<file path="config.mk">
export PLATFORM = sky130hd
export DESIGN_NAME = apb_initiator_bridge_flat
export DESIGN_NICKNAME = d
export VERILOG_FILES = /design/src/rtl/apb_initiator_bridge_if.sv /design/src/rtl/apb_initiator_bridge.sv /design/src/flat_wrapper.sv
export SDC_FILE = /design/constraint.sdc
export NUM_CORES = 1
export LEC_CHECK = 0
export CAP_MARGIN = 15
export CORE_ASPECT_RATIO = 0.9
export CORE_MARGIN = 4
export CORE_UTILIZATION = 45
export CTS_CLUSTER_DIAMETER = 40
export DETAILED_ROUTE_END_ITERATION = 8
export PLACE_DENSITY = 0.93
export SYNTH_ARGS = -nofsm -noshare
export SYNTH_HDL_FRONTEND = slang
export SYNTH_SLANG_ARGS = --single-unit
export TNS_END_PERCENT = 50
</file>
<file path="constraint.sdc">
create_clock -name PCLK -period 2.56 [get_ports PCLK]
set_input_delay 0.64 -clock PCLK [delete_from_list [all_inputs] [get_ports PCLK]]
set_output_delay 0.64 -clock PCLK [all_outputs]
set_load 0.01 [all_outputs]
</file>
<file path="src/rtl/apb_initiator_bridge_if.sv">
// Request/response stream plus APB3 bus of the initiator bridge, bundled so the
// bridge and its environment connect through one port each.
interface apb_initiator_bridge_if;
  logic        req_valid;
  logic        req_ready;
  logic        req_write;
  logic [31:0] req_addr;
  logic [31:0] req_wdata;
  logic        rsp_valid;
  logic        rsp_ready;
  logic [31:0] rsp_rdata;
  logic        rsp_err;
  logic        rsp_timeout;
  logic        busy;
  logic [31:0] PADDR;
  logic        PWRITE;
  logic        PSEL;
  logic        PENABLE;
  logic [31:0] PWDATA;
  logic [31:0] PRDATA;
  logic        PREADY;
  logic        PSLVERR;

  // The bridge side: accepts requests, issues APB transfers, returns responses.
  modport master (
    input  req_valid, req_write, req_addr, req_wdata, rsp_ready,
           PRDATA, PREADY, PSLVERR,
    output req_ready, rsp_valid, rsp_rdata, rsp_err, rsp_timeout, busy,
           PADDR, PWRITE, PSEL, PENABLE, PWDATA
  );

  // The environment side: command source, response sink and APB completer.
  modport slave (
    output req_valid, req_write, req_addr, req_wdata, rsp_ready,
           PRDATA, PREADY, PSLVERR,
    input  req_ready, rsp_valid, rsp_rdata, rsp_err, rsp_timeout, busy,
           PADDR, PWRITE, PSEL, PENABLE, PWDATA
  );
endinterface

</file>
<file path="src/rtl/apb_initiator_bridge.sv">
// Single-outstanding APB3 initiator: one request in, one SETUP/ACCESS transfer
// out, one response back, with an optional PREADY wait timeout.
module apb_initiator_bridge #(
  parameter int unsigned TIMEOUT_CYCLES = 64,
  parameter logic [31:0] TIMEOUT_RDATA  = 32'hDEADBEEF
) (
  input  logic                    PCLK,
  input  logic                    PRESETn,
  apb_initiator_bridge_if.master  bus
);

  localparam int unsigned CNT_W = (TIMEOUT_CYCLES > 0) ? $clog2(TIMEOUT_CYCLES + 1) : 1;
  // Timeout fires on the last permitted ACCESS cycle, i.e. when the counter
  // would reach TIMEOUT_CYCLES.
  localparam logic [CNT_W-1:0] LIMIT = CNT_W'((TIMEOUT_CYCLES > 0) ? TIMEOUT_CYCLES - 1 : 0);

  typedef enum logic [1:0] {IDLE, SETUP, ACCESS, RESP} state_t;

  state_t           state, state_nxt;
  logic [CNT_W-1:0] wait_cnt;
  logic             accept, done_ok, done_to;

  logic [31:0] paddr_q, pwdata_q, rdata_q;
  logic        pwrite_q, err_q, timeout_q;

  // NOTE: sequential state uses non-blocking assignments so every register
  // samples pre-edge values regardless of statement order.
  always_ff @(posedge PCLK or negedge PRESETn) begin
    if (!PRESETn) state <= IDLE;
    else          state <= state_nxt;
  end

  // NOTE: every signal written here gets a default first, so no path through
  // the case statement can leave one unassigned and infer a latch.
  always_comb begin
    state_nxt = state;
    accept    = 1'b0;
    done_ok   = 1'b0;
    done_to   = 1'b0;
    case (state)
      IDLE: begin
        if (bus.req_valid) begin
          accept    = 1'b1;
          state_nxt = SETUP;
        end
      end
      SETUP: state_nxt = ACCESS;
      ACCESS: begin
        if (bus.PREADY) begin
          done_ok   = 1'b1;
          state_nxt = RESP;
        end else if (TIMEOUT_CYCLES != 0 && wait_cnt == LIMIT) begin
          done_to   = 1'b1;
          state_nxt = RESP;
        end
      end
      RESP: begin
        if (bus.rsp_ready) state_nxt = IDLE;
      end
      default: state_nxt = IDLE;
    endcase
  end

  always_ff @(posedge PCLK or negedge PRESETn) begin
    if (!PRESETn) begin
      wait_cnt <= '0;
    end else if (state == SETUP) begin
      wait_cnt <= '0;
    end else if (state == ACCESS && !bus.PREADY && TIMEOUT_CYCLES != 0 && wait_cnt != LIMIT) begin
      wait_cnt <= wait_cnt + CNT_W'(1);
    end
  end

  // APB address/data hold their last values outside a transfer.
  always_ff @(posedge PCLK or negedge PRESETn) begin
    if (!PRESETn) begin
      paddr_q  <= '0;
      pwdata_q <= '0;
      pwrite_q <= 1'b0;
    end else if (accept) begin
      paddr_q  <= bus.req_addr;
      pwdata_q <= bus.req_wdata;
      pwrite_q <= bus.req_write;
    end
  end

  always_ff @(posedge PCLK or negedge PRESETn) begin
    if (!PRESETn) begin
      rdata_q   <= '0;
      err_q     <= 1'b0;
      timeout_q <= 1'b0;
    end else if (done_ok) begin
      rdata_q   <= pwrite_q ? 32'h0 : bus.PRDATA;
      err_q     <= bus.PSLVERR;
      timeout_q <= 1'b0;
    end else if (done_to) begin
      rdata_q   <= TIMEOUT_RDATA;
      err_q     <= 1'b1;
      timeout_q <= 1'b1;
    end
  end

  // Handshake and APB strobes decode from state only, so reset drops them at
  // once and rsp_ready never reaches req_ready combinationally.
  assign bus.req_ready   = (state == IDLE);
  assign bus.busy        = (state != IDLE);
  assign bus.rsp_valid   = (state == RESP);
  assign bus.PSEL        = (state == SETUP) || (state == ACCESS);
  assign bus.PENABLE     = (state == ACCESS);
  assign bus.PADDR       = paddr_q;
  assign bus.PWDATA      = pwdata_q;
  assign bus.PWRITE      = pwrite_q;
  assign bus.rsp_rdata   = rdata_q;
  assign bus.rsp_err     = err_q;
  assign bus.rsp_timeout = timeout_q;

endmodule

</file>
<file path="src/flat_wrapper.sv">
// flat-port wrapper written by rule: the top's interface ports become plain ports
module apb_initiator_bridge_flat 
#(
  parameter int unsigned TIMEOUT_CYCLES = 64,
  parameter logic [31:0] TIMEOUT_RDATA  = 32'hDEADBEEF
)
  (PCLK, PRESETn, bus_req_valid, bus_req_write, bus_req_addr, bus_req_wdata, bus_rsp_ready, bus_PRDATA, bus_PREADY, bus_PSLVERR, bus_req_ready, bus_rsp_valid, bus_rsp_rdata, bus_rsp_err, bus_rsp_timeout, bus_busy, bus_PADDR, bus_PWRITE, bus_PSEL, bus_PENABLE, bus_PWDATA);
  apb_initiator_bridge_if bus_i ();
  input  logic PCLK;
  input  logic PRESETn;
  input wire logic [$bits(bus_i.req_valid)-1:0] bus_req_valid;
  input wire logic [$bits(bus_i.req_write)-1:0] bus_req_write;
  input wire logic [$bits(bus_i.req_addr)-1:0] bus_req_addr;
  input wire logic [$bits(bus_i.req_wdata)-1:0] bus_req_wdata;
  input wire logic [$bits(bus_i.rsp_ready)-1:0] bus_rsp_ready;
  input wire logic [$bits(bus_i.PRDATA)-1:0] bus_PRDATA;
  input wire logic [$bits(bus_i.PREADY)-1:0] bus_PREADY;
  input wire logic [$bits(bus_i.PSLVERR)-1:0] bus_PSLVERR;
  output wire logic [$bits(bus_i.req_ready)-1:0] bus_req_ready;
  output wire logic [$bits(bus_i.rsp_valid)-1:0] bus_rsp_valid;
  output wire logic [$bits(bus_i.rsp_rdata)-1:0] bus_rsp_rdata;
  output wire logic [$bits(bus_i.rsp_err)-1:0] bus_rsp_err;
  output wire logic [$bits(bus_i.rsp_timeout)-1:0] bus_rsp_timeout;
  output wire logic [$bits(bus_i.busy)-1:0] bus_busy;
  output wire logic [$bits(bus_i.PADDR)-1:0] bus_PADDR;
  output wire logic [$bits(bus_i.PWRITE)-1:0] bus_PWRITE;
  output wire logic [$bits(bus_i.PSEL)-1:0] bus_PSEL;
  output wire logic [$bits(bus_i.PENABLE)-1:0] bus_PENABLE;
  output wire logic [$bits(bus_i.PWDATA)-1:0] bus_PWDATA;
  assign bus_i.req_valid = bus_req_valid;
  assign bus_i.req_write = bus_req_write;
  assign bus_i.req_addr = bus_req_addr;
  assign bus_i.req_wdata = bus_req_wdata;
  assign bus_i.rsp_ready = bus_rsp_ready;
  assign bus_i.PRDATA = bus_PRDATA;
  assign bus_i.PREADY = bus_PREADY;
  assign bus_i.PSLVERR = bus_PSLVERR;
  assign bus_req_ready = bus_i.req_ready;
  assign bus_rsp_valid = bus_i.rsp_valid;
  assign bus_rsp_rdata = bus_i.rsp_rdata;
  assign bus_rsp_err = bus_i.rsp_err;
  assign bus_rsp_timeout = bus_i.rsp_timeout;
  assign bus_busy = bus_i.busy;
  assign bus_PADDR = bus_i.PADDR;
  assign bus_PWRITE = bus_i.PWRITE;
  assign bus_PSEL = bus_i.PSEL;
  assign bus_PENABLE = bus_i.PENABLE;
  assign bus_PWDATA = bus_i.PWDATA;
  apb_initiator_bridge #(.TIMEOUT_CYCLES(TIMEOUT_CYCLES), .TIMEOUT_RDATA(TIMEOUT_RDATA)) u_core (.PCLK(PCLK), .PRESETn(PRESETn), .bus(bus_i));
endmodule
</file>
==> impl_metrics.json, run 1 <==
{
  "outcome": "finished, final reports clean",
  "syn-num-nets": 475,
  "worstMarginPinSlew_ns": 0.4657,
  "slew_violations": 0,
  "end_kind": "output port",
  "hold_buffers": 0,
  "start_util": 0.4711,
  "required_ns": 1.92,
  "grt_pass1_vias": 3927,
  "path_delay_family": "buffers and inverters",
  "ant_nets": 0,
  "finalSetupViolCount": 0,
  "synth_edf_count": 0,
  "grt_usage": 0.2183,
  "dpl.hpwl_microns": 9923,
  "rows": 34,
  "grt_max_degree": 58,
  "slew_headroom": 0.6896,
  "critPathArrivalTime_ns": 1.70,
  "post-synth-top-area-fraction": 0.5813,
  "grt_overflow_total": 0,
  "htree_levels": 3,
  "synthCells": 366,
  "layout-drive-gt1-share": 0.1728,
  "criticalPathCategory": "reg2out",
  "period_needed_ns": 2.335,
  "yosys.area.top_type": "dfrtp_1",
  "synth.area.top_cells": "dfrtp_1, mux2_2, nor2b_1",
  "tritoncts": "yes",
  "ios": 207,
  "diodes": 0,
  "rsz0062_at_grt": "false",
  "first_pass_iters": 4,
  "period_share": 0.9121,
  "cap_violations": 0,
  "die_h_microns": 104.4,
  "finalNonFillerCells": 699,
  "path_cells": "inv_1, ha_1, clkdlybuf4s50_1",
  "drc_errors": 0,
  "yosysSeqAreaShare": 0.5813,
  "post_cts_resized": 0,
  "syn_area_sq_mm": 0.004649,
  "grt_pass1_wl_microns": 20760,
  "p_leak_nw": 3.008,
  "port_buffers": 206,
  "fmax_mhz": 428.3,
  "start_kind": "register",
  "wirelength_microns": 13150,
  "clockRootBuffer": "clkbuf_16",
  "synth-seq-cells": 108,
  "hp-class": "in2async",
  "r2r_start": "u_core.state[0]",
  "ys_async_sr_fraction": 1.000,
  "drt-initial-drc-count": 225,
  "tns_ns": 0,
  "core_area_sq_mm": 0.009869,
  "dieArea_sq_mm": 0.01202,
  "routabilityCongestion": 0.7718,
  "routed_via_density": 5.333,
  "nNetsFinal": 679,
  "ir_drop_mv": 0.6609,
  "insertion_delay_ns": 0.33,
  "finClkSkew_ns": 0.01029,
  "clkSinkCount": 108,
  "synth.most_common_cell": "dfrtp_1",
  "path_clk_slew_ns": 0.07,
  "numCtsBuffers": 9,
  "wl_per_cell_microns": 18.82,
  "die_width_microns": 115.1,
  "critPathBufInv": 2,
  "syn_to_final_growth_pct": 53.53,
  "power_density_mw_per_mm2": 1179,
  "antenna_found_initial": 0,
  "hold_viol_final": 0,
  "vias": 3728,
  "ys_types": 39,
  "startpoint": "u_core.state[1]",
  "cts_max_path_buffers": 2,
  "slowest_delay_ns": 0.57,
  "dp.cells": 685,
  "syn_avg_cell_area_sq_um": 12.70,
  "post_cts_buffers": 0,
  "crit_fanout": 4,
  "hold_slack_ns": 0.1961,
  "synthTopCellsByCount": "dfrtp_1, mux2_2, nor2_1, a21oi_1, nor2b_1",
  "cp_slowest_cell": "clkdlybuf4s50_1",
  "ys_warn_count": 0,
  "synthFlopType": "dfrtp_1"
}
[where the power goes]
part	total (mW)	switching (mW)	leakage (nW)	internal [mW]
Sequential	2.94	0.463	1.31	2.47
Clock	1.38	0.597	0.142	0.781
Combinational	4.10	1.66	1.56	2.44
[sequential cells by signal (all words and copies together), names as in the netlist]
| register | flops |
|---|---|
| u_core.wait_cnt | 7 |
| u_core.bus.PWDATA | 32 |
| u_core.bus.PADDR | 32 |
| u_core.bus.PWRITE | 1 |
| u_core.bus.rsp_rdata | 32 |
| u_core.state | 2 |
| u_core.bus.rsp_err | 1 |
| u_core.bus.rsp_timeout | 1 |
[per-stage QoR]
stage	worst slack, ns	total power [mW]	utilization	cell area [sq um]
floorplan	0.9149	4.854	-	4649
global placement	0.3509	6.888	0.6938	6848
detailed placement	0.2772	7.094	0.6938	6848
CTS	0.2049	8.497	0.7233	7138
global route	0.1320	8.906	0.7233	7138
finish	0.2249	8.414	0.7233	7138
[area by class of cell]
type	count	area, sq um
inverters	5	18.77
fillers	695	2731
repair buffers	217	2167
multi-input cells	229	1802
flip-flops and latches	108	2703
well taps	126	157.7
clock inverters	3	47.55
clock buffers	11	242.7
[layout by cell type, fill, tap and decap left out, drive strengths merged, types with 6 or more instances in the layout]
cell type      count
o22ai             25
clkdlybuf4s50    205
a22o               8
nor2              28
dfrtp            108
a21oi             28
clkbuf            11
inv                6
buf               12
ha                 6
a31o               8
nor2b             27
mux2              68
[layer usage]
metal / vias up / part of all wire / track usage
met5: - / 0 / 0
met4: 0 / 0.019 / 0.05868
met3: 24 / 0.093 / 0.07679
met2: 185 / 0.52 / 0.3851
met1: 1807 / 0.37 / 0.2482
li1: 1712 / - / -
[kinds of logic (layout without fill, tap and decap cells)]
logic type                 Yosys count  in the layout  share of synthesized area
muxes                               69             69                     0.1668
buffers and inverters               29            236                    0.03176
DFF                                108            108                     0.5813
and+or+nand+nor                     74             74                    0.08827
AOI/OAI and AO/OA                   80             80                     0.1157
adders and majority gates            6              6                    0.01615
[worst paths after layout]
check	slack, ns	to	cells past startpoint
worst max-delay path	0.22	bus_req_ready	3
worst min-delay path	0.20	u_core.bus.PWRITE	1
worst max register to register	0.55	u_core.wait_cnt[3]	6
worst min register to register	0.50	u_core.bus.PWDATA[22]	1
max in group asynchronous	1.68	u_core.bus.PWDATA[17]	2
min in group PCLK	0.50	u_core.bus.PWDATA[22]	1
Note: power is estimated with default switching activity, not from simulation.
==> run 2, diff against run 1 <==
--- a/config.mk
+++ b/config.mk
@@ -5,6 +5,7 @@
 export SDC_FILE = /design/constraint.sdc
 export NUM_CORES = 1
 export LEC_CHECK = 0
+export ABC_AREA = 0
 export CAP_MARGIN = 15
 export CORE_ASPECT_RATIO = 0.9
 export CORE_MARGIN = 4
==> results of run 2 <==
Final layout, timing and power as in run 1 (identical DEF).
